File: src/rtl/mem_arbiter.sv
// ============================================================================
// Module      : mem_arbiter
// Description : Two-port (instruction fetch / data) arbiter onto a single word
//               RAM with a one-cycle registered read.
// Revision    : 1.0 - initial release
// ============================================================================
`default_nettype none

module mem_arbiter #(
  parameter int ADDR_WIDTH = 14,
  parameter int DATA_WIDTH = 32
) (
  input  logic                  clk,
  input  logic                  rst,
  input  logic                  if_req,
  input  logic [ADDR_WIDTH-1:0] if_addr,
  output logic                  if_ack,
  output logic [DATA_WIDTH-1:0] if_rdata,
  input  logic                  d_req,
  input  logic                  d_we,
  input  logic [ADDR_WIDTH-1:0] d_addr,
  input  logic [DATA_WIDTH-1:0] d_wdata,
  output logic                  d_ack,
  output logic [DATA_WIDTH-1:0] d_rdata,
  output logic [ADDR_WIDTH-1:0] ram_addr,
  output logic [DATA_WIDTH-1:0] ram_wdata,
  output logic                  ram_cs,
  output logic                  ram_we,
  output logic                  ram_oe,
  input  logic [DATA_WIDTH-1:0] ram_rdata,
  output logic                  busy
);

  localparam logic [1:0] c_IDLE    = 2'd0;
  localparam logic [1:0] c_ISSUE   = 2'd1;
  localparam logic [1:0] c_CAPTURE = 2'd2;
  localparam logic [1:0] c_RESPOND = 2'd3;

  localparam logic [ADDR_WIDTH-1:0] c_ALIGN_MASK = ~ADDR_WIDTH'(3);

  logic [1:0]            r_state;
  logic [1:0]            w_next;
  logic                  r_gnt_d;
  logic                  r_last_d;
  logic                  r_we;
  logic [ADDR_WIDTH-1:0] r_addr;
  logic [DATA_WIDTH-1:0] r_wdata;
  logic [DATA_WIDTH-1:0] r_if_rdata;
  logic [DATA_WIDTH-1:0] r_d_rdata;
  logic                  w_grant;
  logic                  w_pick_d;
  logic [ADDR_WIDTH-1:0] w_sel_addr;

  // r_last_d resets to 1 so the IF port wins the first tie.
  assign w_grant    = (r_state == c_IDLE) && (if_req || d_req);
  assign w_pick_d   = d_req && (!if_req || !r_last_d);
  assign w_sel_addr = w_pick_d ? d_addr : if_addr;

  always_ff @(posedge clk or posedge rst) begin
    if (rst) begin
      r_state <= c_IDLE;
    end else begin
      r_state <= w_next;
    end
  end

  always_comb begin
    w_next = r_state;
    case (r_state)
      c_IDLE:    if (w_grant) w_next = c_ISSUE;
      c_ISSUE:   w_next = r_we ? c_RESPOND : c_CAPTURE;
      c_CAPTURE: w_next = c_RESPOND;
      c_RESPOND: w_next = c_IDLE;
      default:   w_next = c_IDLE;
    endcase
  end

  always_comb begin
    ram_cs = 1'b0;
    ram_we = 1'b0;
    ram_oe = 1'b0;
    if_ack = 1'b0;
    d_ack  = 1'b0;
    busy   = (r_state != c_IDLE);
    case (r_state)
      c_ISSUE: begin
        ram_cs = 1'b1;
        ram_we = r_we;
        ram_oe = !r_we;
      end
      c_CAPTURE: begin
        ram_cs = 1'b1;
        ram_oe = 1'b1;
      end
      c_RESPOND: begin
        if_ack = !r_gnt_d;
        d_ack  = r_gnt_d;
      end
      default: ;
    endcase
  end

  always_ff @(posedge clk or posedge rst) begin
    if (rst) begin
      r_gnt_d    <= 1'b0;
      r_last_d   <= 1'b1;
      r_we       <= 1'b0;
      r_addr     <= '0;
      r_wdata    <= '0;
      r_if_rdata <= '0;
      r_d_rdata  <= '0;
    end else begin
      if (w_grant) begin
        r_gnt_d  <= w_pick_d;
        r_last_d <= w_pick_d;
        r_we     <= w_pick_d && d_we;
        r_addr   <= w_sel_addr & c_ALIGN_MASK;
        r_wdata  <= w_pick_d ? d_wdata : '0;
      end
      // RAM output is valid during CAPTURE; it lands in the grantee's register.
      if (r_state == c_CAPTURE) begin
        if (r_gnt_d) begin
          r_d_rdata <= ram_rdata;
        end else begin
          r_if_rdata <= ram_rdata;
        end
      end
    end
  end

  assign ram_addr  = r_addr;
  assign ram_wdata = r_wdata;
  assign if_rdata  = r_if_rdata;
  assign d_rdata   = r_d_rdata;

endmodule

`default_nettype wire

File: config.mk
export PLATFORM = sky130hd
export DESIGN_NAME = mem_arbiter
export DESIGN_NICKNAME = d
export VERILOG_FILES = /design/src/rtl/mem_arbiter.sv
export SDC_FILE = /design/constraint.sdc
export NUM_CORES = 1
export LEC_CHECK = 0
export BUFFER_PORTS_ARGS = -buffer_cell sky130_fd_sc_hd__clkbuf_2
export CAP_MARGIN = 20
export CORE_ASPECT_RATIO = 0.8
export CORE_MARGIN = 2
export CORE_UTILIZATION = 46
export CTS_CLUSTER_DIAMETER = 60
export DETAILED_ROUTE_END_ITERATION = 16
export GPL_TIMING_DRIVEN = 0
export PLACE_DENSITY_LB_ADDON = 0.15
export SLEW_MARGIN = 30
export SYNTH_ARGS = -nofsm -noshare
export SYNTH_HDL_FRONTEND = slang
export SYNTH_SLANG_ARGS = --single-unit
File: constraint.sdc
create_clock -name clk -period 3.9 [get_ports clk]
set_input_delay 0.195 -clock clk [delete_from_list [all_inputs] [get_ports clk]]
set_output_delay 0.195 -clock clk [all_outputs]
set_load 0.02 [all_outputs]
==> impl_metrics.sql <==
INSERT INTO impl_metrics (metric_group, metric, value, unit) VALUES
('min_path', 'timing.hold.worst_path_depth', '3', ''),
('power_and_ir_drop', 'vdd_drop_max', '0.425', 'mV'),
('yosys', 'post_synth_inst_count', '307', ''),
('worst_setup_path', 'r2r_start', 'r_state[0]', ''),
('yosys', 'yosys.area_share.simple', '0.0353', ''),
('min_path', 'timing.hold.worst.start', 'if_addr[4]', ''),
('yosys', 'synth_top_cells_by_area', 'dfrtp_1, mux2_2, a22o_1', ''),
('yosys', 'synthArstFlopShare', '1.00', ''),
('yosys', 'summed_instance_area_of_the_synthesized_netlist', '0.00443', 'mm²'),
('global_route', 'grt_pass1_vias', '3498', ''),
('floorplanning', 'floorplan.die_area', '0.0104', 'mm²'),
('route', 'drc', '0', ''),
('floorplanning', 'die_w', '114', 'µm'),
('yosys', 'yosys.area_share.xor_xnor', '0', ''),
('cells_and_area', 'fin_area', '0.00634', 'mm²'),
('timing', 'hold-worst-slack', '0.0163', 'ns'),
('clock_tree', 'cts-buffers-inserted', '17', ''),
('route', 'route.detailed.wl_per_inst', '15.5', 'µm'),
('floorplanning', 'fp.dieH', '91.8', 'µm'),
('timing', 'layout_setup_ws', '2.16', 'ns'),
('route', 'vias_per_cell', '4.97', ''),
('cells_and_area', 'multiInputGateArea', '0.00145', 'mm²'),
('timing', 'rsz0062_at_grt', 'false', ''),
('timing', 'max_clock_freq', '0.574', 'GHz'),
('cells_and_area', 'instances_no_fill', '674', ''),
('clock_tree', 'holdBufCountCts', '9', ''),
('yosys', 'synth_area_per_cell', '14.4', 'µm²'),
('cells_and_area', 'n_antenna_cell', '0', ''),
('yosys', 'synth.lib_cells_used.distinct', '26', ''),
('global_route', 'antenna_found_initial', '0', ''),
('cells_and_area', 'nFillCells', '740', ''),
('cells_and_area', 'sequential_cell_area', '0.00283', 'mm²'),
('timing', 'timing_max_transition_violations_final', '0', ''),
('run', 'drv.max_cap_violation_count', '0', ''),
('clock_tree', 'post_cts_buffers', '0', ''),
('route', 'drt_pass1_iterations', '4', ''),
('floorplanning', 'floorplan.initialDensity', '0.467', ''),
('route', 'final_antenna_net_count', '0', ''),
('cells_and_area', 'layout-drive-gt1-share', '0.584', ''),
('floorplanning', 'floorplan.rows', '32', ''),
('route', 'routed_wl', '10.5', 'mm'),
('min_path', 'timing.hold.worst.class', 'in -> reg', ''),
('worst_setup_path', 'worstSetupStartpointType', 'flop', ''),
('yosys', 'synth.yosys.seq_area_share', '0.638', ''),
('placement', 'placed_area', '0.00565', 'mm²'),
('yosys', 'synth_edf_count', '0', ''),
('worst_setup_path', 'r2r_slack', '2.18', 'ns'),
('floorplanning', 'core_area', '0.00949', 'mm²'),
('clock_tree', 'cts_resized', '0', ''),
('timing', 'hold_viol_final', '0', ''),
('worst_setup_path', 'rr_worst_depth', '5', ''),
('yosys', 'synth.area.mux_share', '0.168', ''),
('min_path', 'timing.hold.worst_endpoint', 'ram_addr[4]', ''),
('placement', 'dpl.cell_count', '634', ''),
('power_and_ir_drop', 'power_leakage', '3.28', 'nW'),
('worst_setup_path', 'crit_required', '3.70', 'ns'),
('clock_tree', 'cts.htree.levels', '4', ''),
('clock_tree', 'clock_tree.buffer_depth', '2', ''),
('worst_setup_path', 'worstSetupPathType', 'reg -> out', ''),
('timing', 'report.final.setup_viol', '0', ''),
('clock_tree', 'ctsRootBufferMaster', 'clkbuf_16', ''),
('placement', 'dpl_worst_slack', '2.15', 'ns'),
('worst_setup_path', 'worst_ep_arrival_time', '1.55', 'ns'),
('cells_and_area', 'areaGrowthSynthToFinish', '43.1', '%'),
('worst_setup_path', 'end_kind', 'output pin', ''),
('yosys', 'list_of_most_frequent_post_synthesis_cells', 'dfrtp_1, mux2_2, a22o_1, a21oi_1', ''),
('global_route', 'grt_start_max_net_pins', '70', ''),
('yosys', 'synth_compound_gate_area_share', '0.108', ''),
('yosys', 'yosysMostFrequentCell', 'dfrtp_1', ''),
('yosys', 'synth-seq-cells', '113', ''),
('run_status', 'status', 'complete, no violations', '');
==> power breakdown <==
group          internal (mW)  leakage (nW)  total (mW)  switching [mW]
Sequential              1.74          1.36        2.04           0.300
Combinational           1.11          1.62        2.61            1.50
Clock                   1.05         0.295        1.56           0.512
==> placed cells by master (no fill, tap or decap), types with 6 or more instances in the layout <==
cell / netlist / routed
mux2_2: 62 / 62
dfrtp_1: 112 / 112
clkbuf_2: 0 / 206
dlygate4sd3_1: 0 / 9
nand2_1: 13 / 13
buf_2: 8 / 8
a21oi_1: 24 / 24
buf_6: 6 / 6
clkbuf_16: 0 / 17
a22o_1: 33 / 33
nor2_1: 13 / 13
==> logic make-up (layout without fill, tap and decap cells) <==
logic type | count (synthesis) | count (layout)
mux | 65 | 65
fa+ha+maj | 5 | 5
other cells | 1 | 2
flops | 113 | 113
buf+inv | 24 | 271
compound gates | 66 | 66
simple gates | 33 | 33
==> state kept, by name, summed over array words and instances, names as in the netlist <==
name and flops:
d_rdata 32, if_rdata 32, ram_addr 12, r_gnt_d 1, r_last_d 1, ram_wdata 32, r_we 1, r_state 2
==> routing by layer <==
layer	vias up	part of all wire	routed length [µm]	GRT usage
li1	1562	-	-	-
met1	1630	0.41	4300	0.263
met2	148	0.50	5180	0.351
met3	11	0.084	874	0.0760
met4	0	0.011	111	0.0671
met5	-	0	0	0
==> cell type report <==
type / count / area share
Buffer: 20 / 0.0229
Clock inverter: 10 / 0.0211
Multi-Input combinational cell: 171 / 0.228
Clock buffer: 21 / 0.0742
Sequential cell: 113 / 0.446
Tap cell: 119 / 0.0235
Inverter: 4 / 0.00316
Timing Repair Buffer: 216 / 0.181
==> metrics by stage <==
step	utilization	setup TNS [ns]
detailed placement	0.595	0
floorplan	-	0
global placement	0.592	-49.67
global route	0.668	0
CTS	0.668	0
finish	0.668	0
==> worst max path at each step <==
stage,startpoint,end,slack [ns]
5_1_grt,r_state[1],r_state[1],1.99
6_report,r_state[0],busy,2.16
4_1_cts,r_state[0],busy,2.13
3_5_place_dp,r_state[0],d_rdata[15],2.15
2_1_floorplan,rst,d_rdata[0],0.72
3_3_place_gp,rst,d_rdata[1],-0.45
==> critical path: stages, from the launching register on <==
cell      delay (ns)
dfrtp_1         0.41
inv_1           0.10
ha_1            0.26
inv_1           0.17
clkbuf_2        0.21
Power figures use the tool's default switching activity.
